### config.mk
export PLATFORM = sky130hd
export DESIGN_NAME = adc_decimator_flat
export DESIGN_NICKNAME = d
export VERILOG_FILES = /design/src/rtl/adc_decimator_if.sv /design/src/rtl/adc_decimator.sv /design/src/flat_wrapper.sv
export SDC_FILE = /design/constraint.sdc
export NUM_CORES = 1
export LEC_CHECK = 0
export CAP_MARGIN = 20
export CORE_ASPECT_RATIO = 2
export CORE_MARGIN = 5
export CORE_UTILIZATION = 30
export DETAILED_ROUTE_END_ITERATION = 7
export SLEW_MARGIN = 20
export SYNTH_ARGS = -nofsm -noshare
export SYNTH_HDL_FRONTEND = slang
export SYNTH_SLANG_ARGS = --single-unit
### constraint.sdc
create_clock -name clk -period 6.3 [get_ports clk]
set_input_delay 0.945 -clock clk [delete_from_list [all_inputs] [get_ports clk]]
set_output_delay 0.945 -clock clk [all_outputs]
set_load 0.01 [all_outputs]
### src/rtl/adc_decimator_if.sv
// -----------------------------------------------------------------------------
// adc_decimator_if
// Signal bundle between the ADC front end / trigger logic and the decimator.
//
// Signals (directions seen from the decimator, i.e. the slave modport):
//   adc_data_i      in  10  registered ADC sample, one per clk
//   adc_or_i        in   1  ADC out-of-range flag, aligned with adc_data_i
//   capture_go_i    in   1  capture enable, held high for the whole capture
//   decimate_i      in  16  D, group length L = D+1 samples
//   avg_shift_i     in   3  right shift applied to the group sum (averaging build)
//   max_samples_i   in  32  output-sample limit, 0 = unlimited
//   data_o          out 10  decimated sample
//   data_valid_o    out  1  one-cycle write strobe for data_o
//   or_o            out  1  OR of adc_or_i across the emitted group
//   capture_done_o  out  1  capture stopped on the sample limit
//   sample_count_o  out 32  output samples emitted in current/last capture
//
// Modports: master = ADC/trigger side, slave = decimator.
// -----------------------------------------------------------------------------
interface adc_decimator_if;
   logic [9:0]  adc_data_i;
   logic        adc_or_i;
   logic        capture_go_i;
   logic [15:0] decimate_i;
   logic [2:0]  avg_shift_i;
   logic [31:0] max_samples_i;
   logic [9:0]  data_o;
   logic        data_valid_o;
   logic        or_o;
   logic        capture_done_o;
   logic [31:0] sample_count_o;

   modport master (
      output adc_data_i, adc_or_i, capture_go_i, decimate_i, avg_shift_i, max_samples_i,
      input  data_o, data_valid_o, or_o, capture_done_o, sample_count_o
   );

   modport slave (
      input  adc_data_i, adc_or_i, capture_go_i, decimate_i, avg_shift_i, max_samples_i,
      output data_o, data_valid_o, or_o, capture_done_o, sample_count_o
   );
endinterface

### src/rtl/adc_decimator.sv
// -----------------------------------------------------------------------------
// adc_decimator
// Decimates the ADC sample stream by groups of L = D+1 samples for the
// capture FIFO. A capture starts when capture_go_i rises (configuration is
// latched on that edge, that edge's sample is skipped) and ends when
// capture_go_i drops or when the emitted-sample count reaches max_samples_i.
//
// Group processing, selected by macro DECIMATOR_AVERAGE_EN:
//   defined   : 26-bit sum of all L samples, shifted right by avg_shift,
//               saturated to 10'h3FF
//   undefined : the first sample of each group is emitted
//
// Ports:
//   clk    in  ADC sample clock, rising edge
//   reset  in  asynchronous, active-high reset
//   bus    adc_decimator_if.slave (samples, config, decimated output, status)
// -----------------------------------------------------------------------------
module adc_decimator (
   input  logic           clk,
   input  logic           reset,
   adc_decimator_if.slave bus
);

   typedef enum logic [1:0] {
      IDLE = 2'd0,
      RUN  = 2'd1,
      DONE = 2'd2
   } state_t;

   state_t      state_q, state_d;
   logic [15:0] dec_q, dec_d;
   logic [31:0] max_q, max_d;
   logic [15:0] grp_cnt_q, grp_cnt_d;
   logic        or_acc_q, or_acc_d;
   logic [31:0] count_q, count_d;
   logic [9:0]  data_q, data_d;
   logic        valid_q, valid_d;
   logic        or_q, or_d;

   logic        grp_start;
   logic        grp_end;
   logic        or_now;
   logic [31:0] count_inc;
   logic [9:0]  group_val;

`ifdef DECIMATOR_AVERAGE_EN
   logic [2:0]  shift_q, shift_d;
   logic [25:0] acc_q, acc_d;
   logic [25:0] sum_now;
   logic [25:0] sum_shifted;
`else
   logic [9:0]  first_q, first_d;
   logic        unused_shift;
`endif

   // Group bookkeeping shared by both builds. The sample on the current edge
   // opens a new group when the counter is 0, so stale sticky state is
   // masked off rather than needing a separate clear cycle.
   always_comb begin
      grp_start = (grp_cnt_q == 16'd0);
      grp_end   = (grp_cnt_q == dec_q);
      or_now    = (grp_start ? 1'b0 : or_acc_q) | bus.adc_or_i;
      count_inc = count_q + 32'd1;
   end

`ifdef DECIMATOR_AVERAGE_EN
   always_comb begin
      sum_now     = (grp_start ? 26'd0 : acc_q) + {16'd0, bus.adc_data_i};
      sum_shifted = sum_now >> shift_q;
      group_val   = (|sum_shifted[25:10]) ? 10'h3FF : sum_shifted[9:0];
   end
`else
   always_comb begin
      group_val = grp_start ? bus.adc_data_i : first_q;
   end

   // Shift amount only matters to the averaging build.
   assign unused_shift = ^bus.avg_shift_i;
`endif

   // Next-state and datapath.
   always_comb begin
      // NOTE: every *_d gets a default first so no path leaves it unassigned,
      // which would otherwise infer a latch.
      state_d   = state_q;
      dec_d     = dec_q;
      max_d     = max_q;
      grp_cnt_d = grp_cnt_q;
      or_acc_d  = or_acc_q;
      count_d   = count_q;
      data_d    = data_q;
      valid_d   = 1'b0;
      or_d      = or_q;
`ifdef DECIMATOR_AVERAGE_EN
      shift_d   = shift_q;
      acc_d     = acc_q;
`else
      first_d   = first_q;
`endif

      case (state_q)
         IDLE: begin
            if (bus.capture_go_i) begin
               // Latch the configuration; this edge's sample is not consumed.
               state_d   = RUN;
               dec_d     = bus.decimate_i;
               max_d     = bus.max_samples_i;
               grp_cnt_d = 16'd0;
               or_acc_d  = 1'b0;
               count_d   = 32'd0;
`ifdef DECIMATOR_AVERAGE_EN
               shift_d   = bus.avg_shift_i;
               acc_d     = 26'd0;
`endif
            end
         end

         RUN: begin
            // One sample consumed every edge, including the edge on which
            // capture_go_i is seen low, so a group completing there is emitted.
            or_acc_d = or_now;
`ifdef DECIMATOR_AVERAGE_EN
            acc_d    = sum_now;
`else
            first_d  = group_val;
`endif
            if (grp_end) begin
               grp_cnt_d = 16'd0;
               valid_d   = 1'b1;
               data_d    = group_val;
               or_d      = or_now;
               count_d   = count_inc;
            end else begin
               grp_cnt_d = grp_cnt_q + 16'd1;
            end

            // Reaching the limit wins over a simultaneous go drop; DONE then
            // falls back to IDLE on the next edge anyway.
            if (grp_end && (max_q != 32'd0) && (count_inc == max_q)) begin
               state_d = DONE;
            end else if (!bus.capture_go_i) begin
               state_d = IDLE;
            end
         end

         DONE: begin
            if (!bus.capture_go_i) begin
               state_d = IDLE;
            end
         end

         default: state_d = IDLE;
      endcase
   end

   // NOTE: sequential state uses non-blocking assignments only, so every flop
   // samples the pre-edge values regardless of statement order.
   always_ff @(posedge clk or posedge reset) begin
      if (reset) begin
         state_q   <= IDLE;
         dec_q     <= 16'd0;
         max_q     <= 32'd0;
         grp_cnt_q <= 16'd0;
         or_acc_q  <= 1'b0;
         count_q   <= 32'd0;
         data_q    <= 10'd0;
         valid_q   <= 1'b0;
         or_q      <= 1'b0;
`ifdef DECIMATOR_AVERAGE_EN
         shift_q   <= 3'd0;
         acc_q     <= 26'd0;
`else
         first_q   <= 10'd0;
`endif
      end else begin
         state_q   <= state_d;
         dec_q     <= dec_d;
         max_q     <= max_d;
         grp_cnt_q <= grp_cnt_d;
         or_acc_q  <= or_acc_d;
         count_q   <= count_d;
         data_q    <= data_d;
         valid_q   <= valid_d;
         or_q      <= or_d;
`ifdef DECIMATOR_AVERAGE_EN
         shift_q   <= shift_d;
         acc_q     <= acc_d;
`else
         first_q   <= first_d;
`endif
      end
   end

   assign bus.data_o         = data_q;
   assign bus.data_valid_o   = valid_q;
   assign bus.or_o           = or_q;
   assign bus.capture_done_o = (state_q == DONE);
   assign bus.sample_count_o = count_q;

endmodule

### src/flat_wrapper.sv
// flat-port wrapper written by rule: the top's interface ports become plain ports
module adc_decimator_flat 
  (clk, reset, bus_adc_data_i, bus_adc_or_i, bus_capture_go_i, bus_decimate_i, bus_avg_shift_i, bus_max_samples_i, bus_data_o, bus_data_valid_o, bus_or_o, bus_capture_done_o, bus_sample_count_o);
  adc_decimator_if bus_i ();
  input  logic clk;
  input  logic reset;
  input wire logic [$bits(bus_i.adc_data_i)-1:0] bus_adc_data_i;
  input wire logic [$bits(bus_i.adc_or_i)-1:0] bus_adc_or_i;
  input wire logic [$bits(bus_i.capture_go_i)-1:0] bus_capture_go_i;
  input wire logic [$bits(bus_i.decimate_i)-1:0] bus_decimate_i;
  input wire logic [$bits(bus_i.avg_shift_i)-1:0] bus_avg_shift_i;
  input wire logic [$bits(bus_i.max_samples_i)-1:0] bus_max_samples_i;
  output wire logic [$bits(bus_i.data_o)-1:0] bus_data_o;
  output wire logic [$bits(bus_i.data_valid_o)-1:0] bus_data_valid_o;
  output wire logic [$bits(bus_i.or_o)-1:0] bus_or_o;
  output wire logic [$bits(bus_i.capture_done_o)-1:0] bus_capture_done_o;
  output wire logic [$bits(bus_i.sample_count_o)-1:0] bus_sample_count_o;
  assign bus_i.adc_data_i = bus_adc_data_i;
  assign bus_i.adc_or_i = bus_adc_or_i;
  assign bus_i.capture_go_i = bus_capture_go_i;
  assign bus_i.decimate_i = bus_decimate_i;
  assign bus_i.avg_shift_i = bus_avg_shift_i;
  assign bus_i.max_samples_i = bus_max_samples_i;
  assign bus_data_o = bus_i.data_o;
  assign bus_data_valid_o = bus_i.data_valid_o;
  assign bus_or_o = bus_i.or_o;
  assign bus_capture_done_o = bus_i.capture_done_o;
  assign bus_sample_count_o = bus_i.sample_count_o;
  adc_decimator u_core (.clk(clk), .reset(reset), .bus(bus_i));
endmodule
==> results of run 1 <==
state kept, by name, summed over array words and instances (netlist names):
name and count:
u_core.first_q 10, u_core.bus.data_o 10, u_core.max_q 32, u_core.bus.or_o 1, u_core.bus.sample_count_o 32, u_core.bus.data_valid_o 1
u_core.dec_q 16, u_core.or_acc_q 1, u_core.grp_cnt_q 16, u_core.state_q 2
final cells by class:
class                      instances  area [µm²]  share of cell area (%)
timing repair buffer             111        1100                    12.6
sequential                       121        3030                    34.7
clock inverter                    14         218                    2.49
inverter                          13        51.3                   0.588
multi-input combinational        511        3540                    40.6
clock buffer                      18         439                    5.03
tap                              280         350                    4.01
layer usage:
metal	share of wire [%]	vias to the layer above	global-route usage [%]
met1	36	2801	16.4
met5	0	-	0
met4	4.2	0	8.26
li1	-	2686	-
met3	5.2	41	4.40
met2	55	146	29.2
cells by family after synthesis:
family,after synthesis
simple gates,239
compound gates,137
flops,121
mux,71
xor+xnor,61
buf+inv,59
fa+ha+maj,3
placed cells by master, fill, tap and decap left out, drive strengths merged, types with 6 or more instances in the layout:
master / count
nand2: 64
nand2b: 6
and3: 11
nor2b: 7
clkdlybuf4s50: 106
nand3: 22
xnor2: 26
clkbuf: 18
o31ai: 15
xor2: 34
nand4: 24
nor4: 27
nor3: 15
o21ai: 77
nor2: 35
a21oi: 12
mux2i: 14
inv: 15
and4: 8
a31oi: 7
dfrtp: 121
mux2: 57
power by group:
part           leakage [nW]  switching (mW)  internal [mW]
Clock                 0.313           0.376          0.713
Sequential             1.50          0.0776          0.862
Combinational          1.63           0.130          0.174
Total                  3.44           0.584           1.75
worst min-delay path by stage:
| stage | from | to | cells after the start | slack [ps] |
|---|---|---|---|---|
| CTS | u_core.bus.data_o[6]$_DFFE_PP0P_ | u_core.bus.data_o[6]$_DFFE_PP0P_ | 2 | 490 |
| global placement | u_core.bus.data_o[6]$_DFFE_PP0P_ | u_core.bus.data_o[6]$_DFFE_PP0P_ | 2 | 460 |
| global route | u_core.bus.data_o[6]$_DFFE_PP0P_ | u_core.bus.data_o[6]$_DFFE_PP0P_ | 2 | 520 |
| finish | u_core.bus.data_o[3]$_DFFE_PP0P_ | u_core.bus.data_o[3]$_DFFE_PP0P_ | 2 | 480 |
| detailed placement | u_core.bus.data_o[6]$_DFFE_PP0P_ | u_core.bus.data_o[6]$_DFFE_PP0P_ | 2 | 470 |
| floorplan | u_core.or_acc_q$_DFFE_PP0P_ | u_core.or_acc_q$_DFFE_PP0P_ | 2 | 450 |
through the flow:
stage / util, % / cell area, µm² / total power [mW] / setup WS, ps
2_1_floorplan: - / 6820 / 1.14 / 2140
3_3_place_gp: 35.8 / 8070 / 1.25 / 2880
3_5_place_dp: 35.8 / 8070 / 1.26 / 2900
4_1_cts: 38.7 / 8730 / 2.37 / 2870
5_1_grt: 38.7 / 8730 / 2.44 / 2590
6_report: 38.7 / 8730 / 2.33 / 3010
worst min-delay path: cells and delay by family, from the launching register on:
family             cells  cell delay [ps]
DFF                    1              340
and+or+nand+nor        1               50
AOI/OAI and AO/OA      1               60
==> results.json, run 1 <==
{
  "fin_tns_setup_ps": 0,
  "synth_area_leaders": "dfrtp_1, mux2_2, o21ai_0, xor2_1, nand2_1",
  "yosysUniqueCellTypes": 64,
  "cpMaxStageDelayCell": "nor2_1",
  "cts_root_buffer": "clkbuf_16",
  "dieArea_um2": 26000,
  "hold_class": "flop to flop",
  "post_cts_buffers": 0,
  "avgViaCountPerCell": 5.31,
  "antenna_found_initial": 0,
  "netlist.area_leader.share_pct": 44.4,
  "finalMaxSlewViolations": 0,
  "cts_resized": 0,
  "htree_levels": 4,
  "crit_family": "simple AND/OR/NAND/NOR gates",
  "setup_viol": 0,
  "fin_crit_ps": 3290,
  "rsz0062_at_grt": "no",
  "ant_nets": 0,
  "wl_um": 20200,
  "cp_max_fo": 12,
  "crit_end": "u_core.first_q[3]$_DFFE_PP0P_",
  "cts_hold_buf": 0,
  "fillCellCount": 2244,
  "dp_cells": 1036,
  "worst_path_largest_cell_delay_ps": 1010,
  "synth_top_cells_by_count": "dfrtp_1, o21ai_0, nand2_1",
  "clk_latency_ps": 440,
  "clock-sinks": 121,
  "startpoint": "u_core.grp_cnt_q[0]$_DFFE_PP0P_",
  "critical_path_class": "flop to flop",
  "dp_hpwl_um": 15100,
  "core-area_um2": 22500,
  "yosysWarnings": 0,
  "worstSetupEndpointType": "flop",
  "netlist_instances": 691,
  "ys_seq_area_share_pct": 44.4,
  "reg2reg_to": "u_core.first_q[3]$_DFFE_PP0P_",
  "synth_fp_nets": 759,
  "grt.total_usage_pct": 16.1,
  "overflow": 0,
  "path_depth": 6,
  "grt_pass1_wl_um": 31900,
  "worst_clock_skew_ps": 9.42,
  "tightest_slew_ps": 1030,
  "synth_xor_area_share_pct": 8.06,
  "area_growth_pct": 28.1,
  "synth_edf_count": 0,
  "drv_cap": 0,
  "cp_cell_sequence": "inv_1, ha_1, nor4b_1, nand4_1, nor2_1, mux2_2",
  "status": "finished, final reports clean",
  "io_buffers": 106,
  "drt_iter0_drc": 286,
  "layoutNonFillerInstCount": 1068,
  "leakage_nw": 3.44,
  "synthFlopType": "dfrtp_1",
  "fmax_mhz": 304,
  "die_w_um": 117,
  "crit_buf_inv": 1,
  "drc_errors": 0,
  "cts_buffer_depth": 2,
  "timing.rr.start": "u_core.grp_cnt_q[0]$_DFFE_PP0P_",
  "synth-compound-area-share_pct": 12.3,
  "dieHeight_um": 223,
  "cts_tree": "done",
  "synth_mux_area_share_pct": 11.5,
  "initial_utilization_pct": 30.2,
  "drive_gt1_share_pct": 14.6,
  "rows": 78,
  "ys_seq_elements": 121,
  "relSlewSlack_pct": 31.5,
  "clkSlewWorstSetupHoldPaths_ps": 60,
  "boundaryPins": 110,
  "place_congestion": 0.868,
  "arrival_ps": 3610,
  "p_per_area_nw_per_um2": 267,
  "rr_worst_depth": 6,
  "crit_path_start_kind": "flop",
  "via_count": 5674,
  "critPathRequiredTime_ps": 6620,
  "cts_buffers": 17,
  "syn-mean-instance-area_um2": 9.86,
  "synth_fa_ha_area_share_pct": 0.551,
  "antennaDiodeCount": 0,
  "synth_top_family_by_area": "simple AND/OR/NAND/NOR gates",
  "dr.pass1.iters": 5,
  "async_flop_share_pct": 100,
  "synth_top_cell_by_area": "dfrtp_1",
  "ir_drop_uv": 194,
  "grt_pass1_vias": 5663,
  "final_net_count": 843,
  "grt_max_degree": 73,
  "fin_hold_ws_ps": 481,
  "ff2ff_setup_slack_ps": 3010,
  "syn-cell-area_um2": 6820,
  "post_drt_wl_per_cell_um": 18.9,
  "period_share_pct": 52.3,
  "synth-simple-area-share_pct": 19.5,
  "hold_viol": 0,
  "yosys.cell_count.top_type": "dfrtp_1"
}
Power figures use the tool's default switching activity.
==> inputs of run 2 (changes only) <==
- clock period: 6.3 -> 2.8 ns (I/O delays scaled with it)
==> run 2 against run 1 <==
  * Sequential share of layout area fell by 1.4 points
  * Global-route usage increased by 0.75 points
  * Via count grew 3.7%
  * Critical path depth did not move
  * Clock power increased by 100%
  * Highest routed layer unchanged
==> results.json, run 2 (same netlist as run 1, synthesis figures left out) <==
{
  "path_depth": 6,
  "antenna_found_initial": 0,
  "boundaryPins": 110,
  "grt_max_degree": 58,
  "status": "finished, final reports clean",
  "drc_errors": 0,
  "fin_hold_ws_ps": 395,
  "post_drt_wl_per_cell_um": 19.0,
  "clk_latency_ps": 430,
  "avgViaCountPerCell": 5.26,
  "ir_drop_uv": 427,
  "cts_resized": 0,
  "grt.total_usage_pct": 16.9,
  "drt_iter0_drc": 285,
  "crit_family": "simple AND/OR/NAND/NOR gates",
  "relSlewSlack_pct": 61.9,
  "dp_cells": 1086,
  "utilization_pct": 40.4,
  "drive_gt1_share_pct": 19.8,
  "cp_max_fo": 11,
  "leakage_nw": 3.69,
  "post_cts_buffers": 0,
  "via_count": 5885,
  "hold_class": "input pin to asynchronous set/reset pin",
  "die_w_um": 117,
  "dpl_cell_area_um2": 8490,
  "dr.pass1.iters": 5,
  "worst_path_largest_cell_delay_ps": 590,
  "dieHeight_um": 223,
  "cts_buffer_depth": 2,
  "crit_buf_inv": 0,
  "rsz0062_at_grt": "no",
  "fin_tns_setup_ps": 0,
  "final_common_cell": "dfrtp_1",
  "antennaDiodeCount": 0,
  "initial_utilization_pct": 30.2,
  "rows": 78,
  "cpMaxStageDelayCell": "nor4_2",
  "drv_cap": 0,
  "tightest_slew_ps": 570,
  "rr_worst_depth": 6,
  "final_cell_mix": "dfrtp_1, clkdlybuf4s50_1, o21ai_0",
  "cts_root_buffer": "clkbuf_16",
  "core-area_um2": 22500,
  "crit_path_start_kind": "flop",
  "fin_crit_ps": 2610,
  "htree_levels": 4,
  "grt_pass1_vias": 6085,
  "grt_pass1_wl_um": 33100,
  "arrival_ps": 2950,
  "critPathRequiredTime_ps": 3140,
  "fmax_mhz": 383,
  "layoutNonFillerInstCount": 1118,
  "final_net_count": 893,
  "wl_um": 21200,
  "cts_buffers": 17,
  "ant_nets": 0,
  "design_area_um2": 9100,
  "cp_cell_sequence": "nand4_2, nor4_2, and2_1, nand3_1, or4_1, o41ai_2",
  "setup_viol": 0,
  "io_buffers": 106,
  "cts_tree": "done",
  "overflow": 0,
  "cts_hold_buf": 0,
  "period_share_pct": 93.2,
  "finalMaxSlewViolations": 0,
  "hold_viol": 0,
  "dp_hpwl_um": 16200,
  "p_per_area_nw_per_um2": 552,
  "dieArea_um2": 26000,
  "clkSlewWorstSetupHoldPaths_ps": 60,
  "critical_path_class": "flop to flop",
  "area_growth_pct": 33.6,
  "worstSetupEndpointType": "flop",
  "worst_clock_skew_ps": 8.15,
  "place_congestion": 0.879,
  "clock-sinks": 121
}
## run 2: cell types whose count changed in the layout (fill, tap and decap cells not counted), sizes merged
cell	change
clkinvlp	+3
inv	-2
bufinv	-3
clkbuf	+1
buf	+50
clkinv	+1
## run 2: layer usage
layer / vias to the layer above / global-route usage, % / share of wire [%]
li1: 2788 / - / -
met1: 2833 / 17.2 / 34
met2: 193 / 30.1 / 54
met3: 71 / 4.04 / 5.4
met4: 0 / 10.4 / 6.1
met5: - / 0 / 0
## run 2: where the power goes
group | internal [mW] | switching, mW
registers | 1.94 | 0.175
clock network | 1.36 | 0.846
logic | 0.408 | 0.301
## run 2: final cells by class
class	instances	area, µm²
timing repair buffer	161	1510
fill	2233	13400
inverter	13	52.6
multi-input combinational	511	3560
clock buffer	19	453
sequential	121	3030
clock inverter	13	146
tap	280	350
## run 2: worst paths after layout
path	start	endpoint	slack, ps
min in group clk	u_core.bus.or_o$_DFFE_PP0P_	u_core.bus.or_o$_DFFE_PP0P_	480
max reg2reg	u_core.bus.sample_count_o[2]$_DFFE_PP0P_	u_core.bus.sample_count_o[31]$_DFFE_PP0P_	190
min reg2reg	u_core.bus.or_o$_DFFE_PP0P_	u_core.bus.or_o$_DFFE_PP0P_	480
max	u_core.bus.sample_count_o[2]$_DFFE_PP0P_	u_core.bus.sample_count_o[31]$_DFFE_PP0P_	190
max in group asynchronous	reset	u_core.dec_q[10]$_DFFE_PP0P_	1730
min	reset	u_core.bus.data_o[4]$_DFFE_PP0P_	400
## run 2: through the flow
stage	setup slack, ps	power [mW]
after floorplan	34.8	2.58
final	189	5.03
after detailed placement	186	2.86
after global placement	236	2.84
after CTS	141	5.10
after global routing	6.25	5.25
==> inputs of run 3 (changes only) <==
- clock period: 2.8 -> 3.08 ns (I/O delays scaled with it)
==> run 3 against run 2 <==
  * Flip-flop and latch count unchanged
  * Via count decreased by 1.6%
  * Routed wire length fell by 1.7%
  * Combinational power decreased by 10%
  * Utilization decreased by 0.77 points
  * Power down 8.1%
  * Die area is the same
  * Critical path depth rose by 1
  * Global-route usage decreased by 0.16 points
  * Maximum frequency fell by 7.4%
  * Worst setup slack better by 71 ps
  * Clock skew about the same
  * Largest power group unchanged
  * Highest routed layer unchanged
==> results.json, run 3 (same netlist as run 1, synthesis figures left out) <==
{
  "status": "finished, final reports clean",
  "worst_clock_skew_ps": 8.49,
  "final_cell_mix": "dfrtp_1, clkdlybuf4s50_1, o21ai_0",
  "setup_viol": 0,
  "avgViaCountPerCell": 5.27,
  "cts_hold_buf": 0,
  "cpMaxStageDelayCell": "a21o_1",
  "final_common_cell": "dfrtp_1",
  "cts_root_buffer": "clkbuf_16",
  "hold_class": "input pin to asynchronous set/reset pin",
  "period_share_pct": 91.6,
  "leakage_nw": 3.59,
  "clkPwrFrac_pct": 44.7,
  "overflow": 0,
  "met2_length_um": 11200,
  "p_sw_mw": 1.16,
  "die_w_um": 117,
  "relSlewSlack_pct": 31.4,
  "top_layer": "met4",
  "comb_power_share_pct": 13.8,
  "rsz0062_at_grt": "no",
  "antennaDiodeCount": 0,
  "clk_latency_ps": 430,
  "cp_max_fo": 30,
  "rr_worst_depth": 7,
  "ant_nets": 0,
  "place_congestion": 0.924,
  "crit_path_start_kind": "flop",
  "area_growth_pct": 31.1,
  "rows": 78,
  "post_drt_wl_per_cell_um": 19.0,
  "finalMaxSlewViolations": 0,
  "drc_errors": 0,
  "critPathRequiredTime_ps": 3380,
  "post_cts_buffers": 0,
  "core-area_um2": 22500,
  "arrival_ps": 3120,
  "drive_gt1_share_pct": 17.7,
  "cts_buffers": 17,
  "layoutNonFillerInstCount": 1099,
  "dp_hpwl_um": 15700,
  "ir_drop_uv": 398,
  "dr.pass1.iters": 5,
  "grt_pass1_vias": 5821,
  "worstSetupEndpointType": "flop",
  "hold_viol": 0,
  "p_per_area_nw_per_um2": 517,
  "wl_met3_um": 1100,
  "total_power_mw": 4.62,
  "dieArea_um2": 26000,
  "clock-sinks": 121,
  "switching_share_pct": 25.1,
  "htree_levels": 4,
  "fin_crit_ps": 2820,
  "via_count": 5793,
  "dp_cells": 1067,
  "worst_path_largest_cell_delay_ps": 560,
  "drv_cap": 0,
  "critical_path_class": "flop to flop",
  "p_int_mw": 3.46,
  "initial_utilization_pct": 30.2,
  "grt_max_degree": 61,
  "drt_iter0_drc": 282,
  "dieHeight_um": 223,
  "cts_buffer_depth": 2,
  "met1_length_um": 7310,
  "grt.total_usage_pct": 16.7,
  "p_seq_share_pct": 41.5,
  "utilization_pct": 39.6,
  "fin_tns_setup_ps": 0,
  "grt_pass1_wl_um": 32700,
  "cp_cell_sequence": "xor2_1, nor4_1, nand4_1, buf_4, a21o_1, o21ai_0, o41ai_2",
  "antenna_found_initial": 0,
  "boundaryPins": 110,
  "cts_tree": "done",
  "fillCellCount": 2235,
  "io_buffers": 106,
  "final_net_count": 874,
  "fmax_mhz": 355,
  "clkSlewWorstSetupHoldPaths_ps": 60,
  "cts_resized": 0,
  "wl_um": 20900,
  "tightest_slew_ps": 1030
}
[run 3: metal layers]
metal,track usage (%),vias up
li1,-,2743
met1,17.0,2828
met2,29.7,172
met3,4.10,50
met4,10.3,0
met5,0,-
[run 3: path summary, 6_finish.rpt]
kind	from	endpoint	slack (ps)
setup / recovery	u_core.grp_cnt_q[6]$_DFFE_PP0P_	u_core.bus.sample_count_o[31]$_DFFE_PP0P_	260
hold / removal	reset	u_core.or_acc_q$_DFFE_PP0P_	470
setup reg to reg	u_core.grp_cnt_q[6]$_DFFE_PP0P_	u_core.bus.sample_count_o[31]$_DFFE_PP0P_	260
hold reg to reg	u_core.bus.data_o[4]$_DFFE_PP0P_	u_core.bus.data_o[4]$_DFFE_PP0P_	480
max in group asynchronous	reset	u_core.first_q[8]$_DFFE_PP0P_	1880
min in group clk	u_core.bus.data_o[4]$_DFFE_PP0P_	u_core.bus.data_o[4]$_DFFE_PP0P_	480
[run 3: cell type report]
class,instances,area (µm²),area share (%)
Inverter,13,52.6,0.588
Clock inverter,11,145,1.62
Sequential cell,121,3030,33.9
Tap cell,280,350,3.92
Clock buffer,21,470,5.27
Multi-Input combinational cell,511,3540,39.7
Timing Repair Buffer,142,1340,15.0
[run 3: power by group through the flow]
stage	combinational (mW)	sequential [mW]	clock (mW)
floorplan	0.451	1.89	0
global placement	0.635	1.94	0
detailed placement	0.645	1.95	0
CTS	0.648	1.92	2.13
global route	0.704	1.94	2.20
finish	0.636	1.92	2.07
[run 3: worst max-delay path, delay by kind of cell (launching register included)]
kind                      cells  cell delay (ps)
DFF                           1              460
xor gates and xnor gates      1              190
buffers and inverters         1              280
AOI/OAI and AO/OA             3             1030
and+or+nand+nor               2              710
[run 3: stage by stage]
step / hold slack, ps / cell area, µm² / setup slack, ps
2_1_floorplan: 450 / 6820 / 280
3_3_place_gp: 464 / 8320 / 302
3_5_place_dp: 470 / 8320 / 275
4_1_cts: 473 / 8930 / 269
5_1_grt: 504 / 8930 / 48.3
6_report: 471 / 8930 / 260
